[config.mk]
export PLATFORM = sky130hd
export DESIGN_NAME = rob_recovery_ctrl
export DESIGN_NICKNAME = d
export VERILOG_FILES = /design/src/rtl/rob_recovery_ctrl_pkg.sv /design/src/rtl/rob_recovery_ctrl_oldest_hit_sel.sv /design/src/rtl/rob_recovery_ctrl.sv
export SDC_FILE = /design/constraint.sdc
export NUM_CORES = 1
export LEC_CHECK = 0
export CORE_ASPECT_RATIO = 0.8
export CORE_MARGIN = 2
export CORE_UTILIZATION = 37
export DETAILED_ROUTE_END_ITERATION = 7
export PLACE_DENSITY = 0.89
export SETUP_SLACK_MARGIN = 0.4
export SYNTH_ARGS = -nofsm -noshare
export SYNTH_HDL_FRONTEND = slang
export SYNTH_SLANG_ARGS = --single-unit
[constraint.sdc]
create_clock -name i_clk -period 2.25 [get_ports i_clk]
set_input_delay 0.3375 -clock i_clk [delete_from_list [all_inputs] [get_ports i_clk]]
set_output_delay 0.3375 -clock i_clk [all_outputs]
set_load 0.02 [all_outputs]
[src/rtl/rob_recovery_ctrl_pkg.sv]
// Shared definitions for the ROB precise-state recovery controller.
// Slot numbering: slot 2 is the oldest retire slot, slot 0 the youngest.
package rob_recovery_ctrl_pkg;

    localparam int unsigned XLEN        = 32;
    localparam int unsigned NUM_SLOTS   = 3;
    localparam int unsigned OLDEST_SLOT = 2;

    typedef enum logic [1:0] {
        RCV_IDLE,
        RCV_FLUSH,
        RCV_DRAIN
    } recover_state_t;

    // Redirect targets are word aligned; the low two bits are dropped.
    function automatic logic [XLEN-1:0] align_pc(input logic [XLEN-1:0] pc);
        return {pc[XLEN-1:2], 2'b00};
    endfunction

endpackage

[src/rtl/rob_recovery_ctrl_oldest_hit_sel.sv]
// Priority picker over the retire slots: one-hot select of the oldest hit and a mask of
// that slot plus every older slot (all ones when nothing hits).
module rob_recovery_ctrl_oldest_hit_sel
    import rob_recovery_ctrl_pkg::*;
(
    input  logic [NUM_SLOTS-1:0] i_hit,
    output logic [NUM_SLOTS-1:0] o_sel,
    output logic [NUM_SLOTS-1:0] o_keep_mask,
    output logic                 o_any_hit
);

    logic w_found;

    always_comb begin
        o_sel       = '0;
        o_keep_mask = '1;
        o_any_hit   = |i_hit;
        w_found     = 1'b0;
        // Walk oldest to youngest; once a hit is taken, every younger slot is dropped.
        for (int k = int'(OLDEST_SLOT); k >= 0; k--) begin
            if (w_found) begin
                o_keep_mask[k] = 1'b0;
            end else if (i_hit[k]) begin
                o_sel[k] = 1'b1;
                w_found  = 1'b1;
            end
        end
    end

endmodule

[src/rtl/rob_recovery_ctrl.sv]
// Sequences precise-state recovery at retirement: gates retire commits, issues the one-cycle
// flush/redirect pulse and holds dispatch until the store queue drains.
module rob_recovery_ctrl
    import rob_recovery_ctrl_pkg::*;
#(
    parameter int unsigned MIN_HOLD = 2,
    parameter int unsigned CNT_W    = 16
) (
    input  logic                      i_clk,
    input  logic                      i_rst_n,
    input  logic [NUM_SLOTS-1:0]      i_retire_valid,
    input  logic [NUM_SLOTS-1:0]      i_retire_precise,
    input  logic [NUM_SLOTS*XLEN-1:0] i_retire_target_pc,
    input  logic                      i_sq_drained,
    output logic [NUM_SLOTS-1:0]      o_retire_commit,
    output logic                      o_bp_recover_en,
    output logic                      o_fetch_redirect_valid,
    output logic [XLEN-1:0]           o_fetch_redirect_pc,
    output logic                      o_dispatch_hold,
    output logic [CNT_W-1:0]          o_recover_count
);

    localparam int unsigned        HOLD_W    = $clog2(MIN_HOLD + 1);
    localparam logic [HOLD_W-1:0]  HOLD_MAX  = HOLD_W'(MIN_HOLD);
    localparam logic [HOLD_W-1:0]  HOLD_EXIT = HOLD_W'(MIN_HOLD - 1);

    recover_state_t        r_state, w_state_next;
    logic [HOLD_W-1:0]     r_hold_cnt, w_hold_cnt_next;
    logic                  r_flush, w_flush_next;
    logic                  r_hold, w_hold_next;
    logic [XLEN-1:0]       r_redirect_pc, w_redirect_pc_next;
    logic [CNT_W-1:0]      r_count, w_count_next;

    logic [NUM_SLOTS-1:0]  w_hit, w_sel, w_keep_mask, w_commit;
    logic                  w_any_hit;
    logic [XLEN-1:0]       w_sel_pc;

    assign w_hit = i_retire_valid & i_retire_precise;

    rob_recovery_ctrl_oldest_hit_sel u_oldest_hit_sel (
        .i_hit       (w_hit),
        .o_sel       (w_sel),
        .o_keep_mask (w_keep_mask),
        .o_any_hit   (w_any_hit)
    );

    always_comb begin
        w_sel_pc = '0;
        for (int k = 0; k < int'(NUM_SLOTS); k++) begin
            if (w_sel[k]) begin
                w_sel_pc = w_sel_pc | i_retire_target_pc[k*XLEN +: XLEN];
            end
        end
    end

    always_comb begin
        w_state_next       = r_state;
        w_hold_cnt_next    = r_hold_cnt;
        w_flush_next       = 1'b0;
        w_hold_next        = r_hold;
        w_redirect_pc_next = r_redirect_pc;
        w_count_next       = r_count;
        w_commit           = '0;
        unique case (r_state)
            RCV_IDLE: begin
                w_commit = i_retire_valid & w_keep_mask;
                if (w_any_hit) begin
                    w_state_next       = RCV_FLUSH;
                    w_flush_next       = 1'b1;
                    w_hold_next        = 1'b1;
                    w_redirect_pc_next = align_pc(w_sel_pc);
                    if (r_count != '1) begin
                        w_count_next = r_count + 1'b1;
                    end
                end
            end
            RCV_FLUSH: begin
                w_state_next    = RCV_DRAIN;
                w_hold_cnt_next = '0;
            end
            RCV_DRAIN: begin
                if ((r_hold_cnt >= HOLD_EXIT) && i_sq_drained) begin
                    w_state_next = RCV_IDLE;
                    w_hold_next  = 1'b0;
                end else if (r_hold_cnt != HOLD_MAX) begin
                    w_hold_cnt_next = r_hold_cnt + 1'b1;
                end
            end
            default: begin
                w_state_next = RCV_IDLE;
                w_hold_next  = 1'b0;
            end
        endcase
    end

    always_ff @(posedge i_clk or negedge i_rst_n) begin
        if (!i_rst_n) begin
            r_state       <= RCV_IDLE;
            r_hold_cnt    <= '0;
            r_flush       <= 1'b0;
            r_hold        <= 1'b0;
            r_redirect_pc <= '0;
            r_count       <= '0;
        end else begin
            r_state       <= w_state_next;
            r_hold_cnt    <= w_hold_cnt_next;
            r_flush       <= w_flush_next;
            r_hold        <= w_hold_next;
            r_redirect_pc <= w_redirect_pc_next;
            r_count       <= w_count_next;
        end
    end

    assign o_retire_commit        = w_commit;
    assign o_bp_recover_en        = r_flush;
    assign o_fetch_redirect_valid = r_flush;
    assign o_fetch_redirect_pc    = r_redirect_pc;
    assign o_dispatch_hold        = r_hold;
    assign o_recover_count        = r_count;

endmodule

# Word-level counts from Yosys, hierarchy flattened
# Cells that the tools add are included.
[word_totals]
reg_bits = 52
in_bits = 105
output_inout_bits = 54
elab_cells = 54
[op_classes]
n_addsub = 2
magnitude_cmp = 1
n_eq_ne = 8
mux = 23
n_bitwise = 5
reduce_logical = 9
[ops]
columns = ["operator", "count"]
rows = [
  ["2-to-1 mux 32 bit", 3],
  ["bitwise OR 32 bit", 2],
  ["adder 16 x 1 -> 16 bit, second input constant", 1],
  ["inequality test 16 bit, second input constant", 1],
  ["2-to-1 mux 1 bit", 12],
  ["AND reduction 3 bit", 3],
  ["2-to-1 mux 2 bit", 4],
  ["inequality test 2 bit, second input constant", 4],
  ["bitwise AND 3 bit", 2],
  ["one-hot mux 2 bit (3 select lines)", 1],
  ["one-hot mux 2 bit (2 select lines)", 1],
  ["AND reduction 2 bit", 2],
  ["2-to-1 mux 3 bit", 1],
  ["one-hot mux 1 bit (3 select lines)", 1],
  ["OR reduction 3 bit", 1],
  ["adder 2 x 1 -> 2 bit, second input constant", 1],
  ["equality test 2 x 1 -> 1 bit, second input constant", 1],
  ["equality test 2 bit, second input constant", 1],
  [">= comparator 2 x 1 -> 1 bit, second input constant", 1],
  ["logical NOT 2 bit", 1],
  ["inequality test 2 x 1 -> 1 bit, second input constant", 1],
  ["nonzero test 2 bit", 1],
  ["logical AND 1 bit", 1],
  ["NOT 1 bit", 1],
]

# Depth between registers and ports, before layout
[depth]
ltp_word = 9
depth_mapped = 8
mapped_depth_nobuf = 6

# Hierarchy
# A second synthesis with hierarchy kept.
[unflattened]
hier_cells = 259
hier_area_um2 = 2606.2
[modules_own_cells]
columns = ["module", "n_inst", "cells_each", "area_each_um2", "seq_area_each_um2"]
rows = [
  ["rob_recovery_ctrl", 1, 251, 2557.5, 1301.2],
  ["rob_recovery_ctrl_oldest_hit_sel", 1, 8, 48.8, 0.0],
]

# Worst setup path before layout
# No wires, ideal clock.
[synth_timing]
path_type = "reg2reg"
from = "register r_count[0], in the netlist o_recover_count[0]"
to = "register r_count[11], in the netlist o_recover_count[11]"
setup_ns = 0.138
t_arrival_ns = 1.542
required_ns = 2.112
slack_ns = 0.570
path_stages_with_launch = 7
n_path_buf = 1
period_less_slack_ns = 1.680
path_cell_list = "dfrtp_1 -> ha_1 -> nand3_1 -> nor4_1 -> buf_2 -> nor4_1 -> xor2_1"
[synth_between]
elab_chain_len = 2
word_cells_on_any_way = 3
classes_between = "add/sub: 1; eq/ne: 1; reduce/logical: 1"
[synth_rtl]
columns = ["item", "line_no", "source"]
rows = [
  ["from (decl)", "rob_recovery_ctrl.sv:32", "logic [CNT_W-1:0] r_count, w_count_next;"],
  ["from (signal assigned)", "rob_recovery_ctrl.sv:110", "r_count <= w_count_next;"],
  ["parallel branches: the longest is 2 deep, another holds adder 16 x 1 -> 16 bit", "-", ""],
]
# Several ways; the timed one is not identified.
# A chain may end at the register's enable or synchronous reset.

# Worst setup path after layout
[layout_timing]
from = "input port i_retire_valid[2]"
to = "output port o_retire_commit[1]"
[layout_between]
elab_chain_len = 5
[layout_rtl]
columns = ["item", "line_no", "source"]
rows = [
  ["from (decl)", "rob_recovery_ctrl.sv:11", "input logic [NUM_SLOTS-1:0] i_retire_valid,"],
  ["bitwise AND 3 bit", "rob_recovery_ctrl.sv:38", "assign w_hit = i_retire_valid & i_retire_precise;"],
  ["2-to-1 mux 1 bit", "rob_recovery_ctrl_oldest_hit_sel.sv:23", "end else if (i_hit[k]) begin"],
  ["2-to-1 mux 1 bit", "rob_recovery_ctrl_oldest_hit_sel.sv:21", "if (w_found) begin"],
  ["bitwise AND 3 bit", "rob_recovery_ctrl.sv:66", "w_commit = i_retire_valid & w_keep_mask;"],
  ["2-to-1 mux 3 bit", "rob_recovery_ctrl.sv:64", "unique case (r_state)"],
  ["to (decl)", "rob_recovery_ctrl.sv:15", "output logic [NUM_SLOTS-1:0] o_retire_commit,"],
]
# No other way between the ends.

==> results.toml <==
[grt]
grt_pass1_wl_um = 12600
overflow = 0
grt_pass1_vias = 2640
grt_util_all_layers_pct = 20.3
antenna_found_initial = 0
grt_max_degree = 57

[cts]
cts_num_sinks = 52
cts_buffer_depth = 2
htree_num_levels = 2
clk_pin_slew_ns = 0.09
cts_tree = "done"
postCtsHoldBufs = 0
clock_latency_ns = 0.30
cts_root_buf = "clkbuf_8"
cts_buffers = 5

[timing]
drv_slew = 0
tightest_slew_ns = 0.611
rsz0062_at_grt = "true"
slew_headroom_pct = 59.3
skew_ns = 0.00643
hold_viol = 0
min_period_over_period_pct = 82.4
setup_ws_ns = 0.396
fmax_ghz = 0.539
fin_crit_ns = 1.85
whs_ns = 0.0376
setup_viol_count_final = 0

[finish]
fin_nets = 508
num-fill-cells = 564
syn_to_final_growth_pct = 67.4
final_util_pct = 63.5
antenna_cells = 0
layout_common_cells = "clkdlybuf4s50_1 (146), dfrtp_1 (52), nand2_1 (39), a222oi_1 (31), o21ai_0 (30)"
postLayoutCellArea_sq_um = 4350
drive_above_1_share_pct = 8.04
final_common_cell = "clkdlybuf4s50_1"

[drt]
drt-initial-drc-count = 168
dr_total_vias = 2581
dr.pass1.iters = 7
wirelength_um = 8240
drc = 0
detail-route-antenna-nets = 0
vias_per_cell = 5.32
post_drt_wl_per_cell_um = 17.0

[die]
chipWidth_um = 97.7
die_area_sq_um = 7720
die_h_um = 79.0
core_area_sq_um = 6860
row_count = 27
initial_core_util_pct = 37.9
io_pins = 159

[yosys]
syn_area_per_cell_sq_um = 10.3
synth_seq_cells = 52
netlist-cell-type-count = 35
syn_inst = 253
yosysWarnings = 0
yosysSeqAreaShare_pct = 50.0
syn-cell-area_sq_um = 2600

[placed_design]
hpwl_um = 5930
pre_cts_ws_ns = -0.300
io_buffers = 150
place_area_sq_um = 4180
gp_congestion = 0.775

[status]
status = "finished, final reports clean"

[job]
drv_cap = 0

[hold_path]
hp-class = "primary input to async pin"

[critical_path]
crit_type = "primary input to output port"
crit_fanout = 4
cp-start-kind = "primary input"
cp.arrival_ns = 1.52
worstPathRequired_ns = 1.91
worstSetupEndpointType = "output port"

[power]
peakVddDrop_mv = 0.698
power.leakage_nw = 1.79
p_per_area_nw_per_um2 = 1040
==> cells by family after synthesis <==
family,Yosys count,share of synthesized area [%]
AOI/OAI and AO/OA,67,19.4
xor gates and xnor gates,15,5.05
adders and majority gates,6,2.89
buffers and inverters,28,5.53
DFF,52,50.0
muxes,3,1.30
other,1,0.144
and+or+nand+nor,81,15.7
==> timing repair <==
action,in CTS,in global routing
resized for setup,8,9
buffers inserted,0,1
cloned,0,1
endpoints found under the setup margin,38,46
pin swaps,0,4
==> per-stage QoR <==
| step | std cells | setup TNS, ns | total power, mW |
|---|---|---|---|
| after floorplan | 254 | 0 | 2.73 |
| after global placement | 475 | -4.83 | 3.80 |
| after detailed placement | 475 | -7.17 | 3.89 |
| after CTS | 483 | 0 | 4.53 |
| after global routing | 485 | 0 | 4.81 |
| final | 485 | 0 | 4.53 |
==> report_power, final <==
part | switching, mW | internal, mW | total [mW]
clock | 0.299 | 0.331 | 0.629
sequential | 0.280 | 1.31 | 1.59
combinational | 1.17 | 1.13 | 2.30
total | 1.75 | 2.78 | 4.53
==> state kept, by name, summed over array words and instances, names as in the netlist <==
name and count:
r_hold_cnt 2, o_dispatch_hold 1, o_bp_recover_en 1, o_recover_count 16, o_fetch_redirect_pc 30, r_state 2
==> synth_stat cells <==
| cell type | number | area share (%) |
|---|---|---|
| inv_1 | 5 | 0.72 |
| clkbuf_1 | 14 | 2.0 |
| nand2b_1 | 1 | 0.24 |
| xor2_1 | 15 | 5.1 |
| nor4_2 | 1 | 0.48 |
| nor3_1 | 6 | 1.2 |
| or2_2 | 1 | 0.24 |
| a222oi_1 | 31 | 12 |
| a22o_1 | 1 | 0.34 |
| o21ai_0 | 30 | 5.8 |
| and3_1 | 2 | 0.48 |
| nand4_1 | 6 | 1.4 |
| o21ai_1 | 1 | 0.19 |
| nor2_1 | 5 | 0.72 |
| ha_1 | 6 | 2.9 |
| nor4b_1 | 1 | 0.34 |
| nor4b_2 | 1 | 0.58 |
| nand2_1 | 39 | 5.6 |
| and2_1 | 2 | 0.48 |
| o32a_1 | 1 | 0.38 |
| buf_2 | 1 | 0.19 |
| mux2_2 | 3 | 1.3 |
| nor2b_1 | 2 | 0.48 |
| nor3b_1 | 1 | 0.29 |
| buf_4 | 6 | 1.7 |
| and4_1 | 2 | 0.67 |
| dfrtp_1 | 52 | 50 |
| nor4_1 | 6 | 1.4 |
| nand3_1 | 4 | 0.77 |
| buf_6 | 2 | 0.87 |
| o22ai_1 | 1 | 0.24 |
| a22oi_1 | 1 | 0.29 |
| a31oi_1 | 1 | 0.24 |
| or2_0 | 1 | 0.24 |
| conb_1 | 1 | 0.14 |
==> final timing paths <==
kind	start	slack (ns)	cells past startpoint	end
min in group i_clk	o_fetch_redirect_pc[8]	0.48	2	o_fetch_redirect_pc[8]
worst max register to register	r_state[1]	0.48	7	o_recover_count[11]
max in group asynchronous	i_rst_n	1.64	2	r_hold_cnt[1]
worst min-delay path	i_rst_n	0.04	1	o_bp_recover_en
worst max-delay path	i_retire_valid[2]	0.40	4	o_retire_commit[1]
worst min register to register	o_fetch_redirect_pc[8]	0.48	2	o_fetch_redirect_pc[8]
==> per-layer routing <==
metal | vias to the layer above | GRT usage [%] | routed length [um]
li1 | 1243 | - | -
met1 | 1227 | 23.4 | 3300
met2 | 103 | 38.0 | 4220
met3 | 8 | 5.46 | 624
met4 | 0 | 4.58 | 92
met5 | - | 0 | 0
==> worst max-delay path, stage by stage <==
cell             delay (ns)
clkdlybuf4s50_1        0.54
and2_1                 0.33
nor2_1                 0.09
dlymetal6s2s_1         0.22
==> cell type report <==
cell class | instances | area, sq um | area share [%]
clock buffers | 6 | 72.6 | 1.67
clock inverters | 2 | 35.0 | 0.805
inverters | 5 | 18.8 | 0.431
multi-input cells | 175 | 1220 | 28.0
flip-flops and latches | 52 | 1300 | 29.9
well taps | 87 | 109 | 2.50
repair buffers | 158 | 1600 | 36.7
Power figures use the tool's default switching activity.
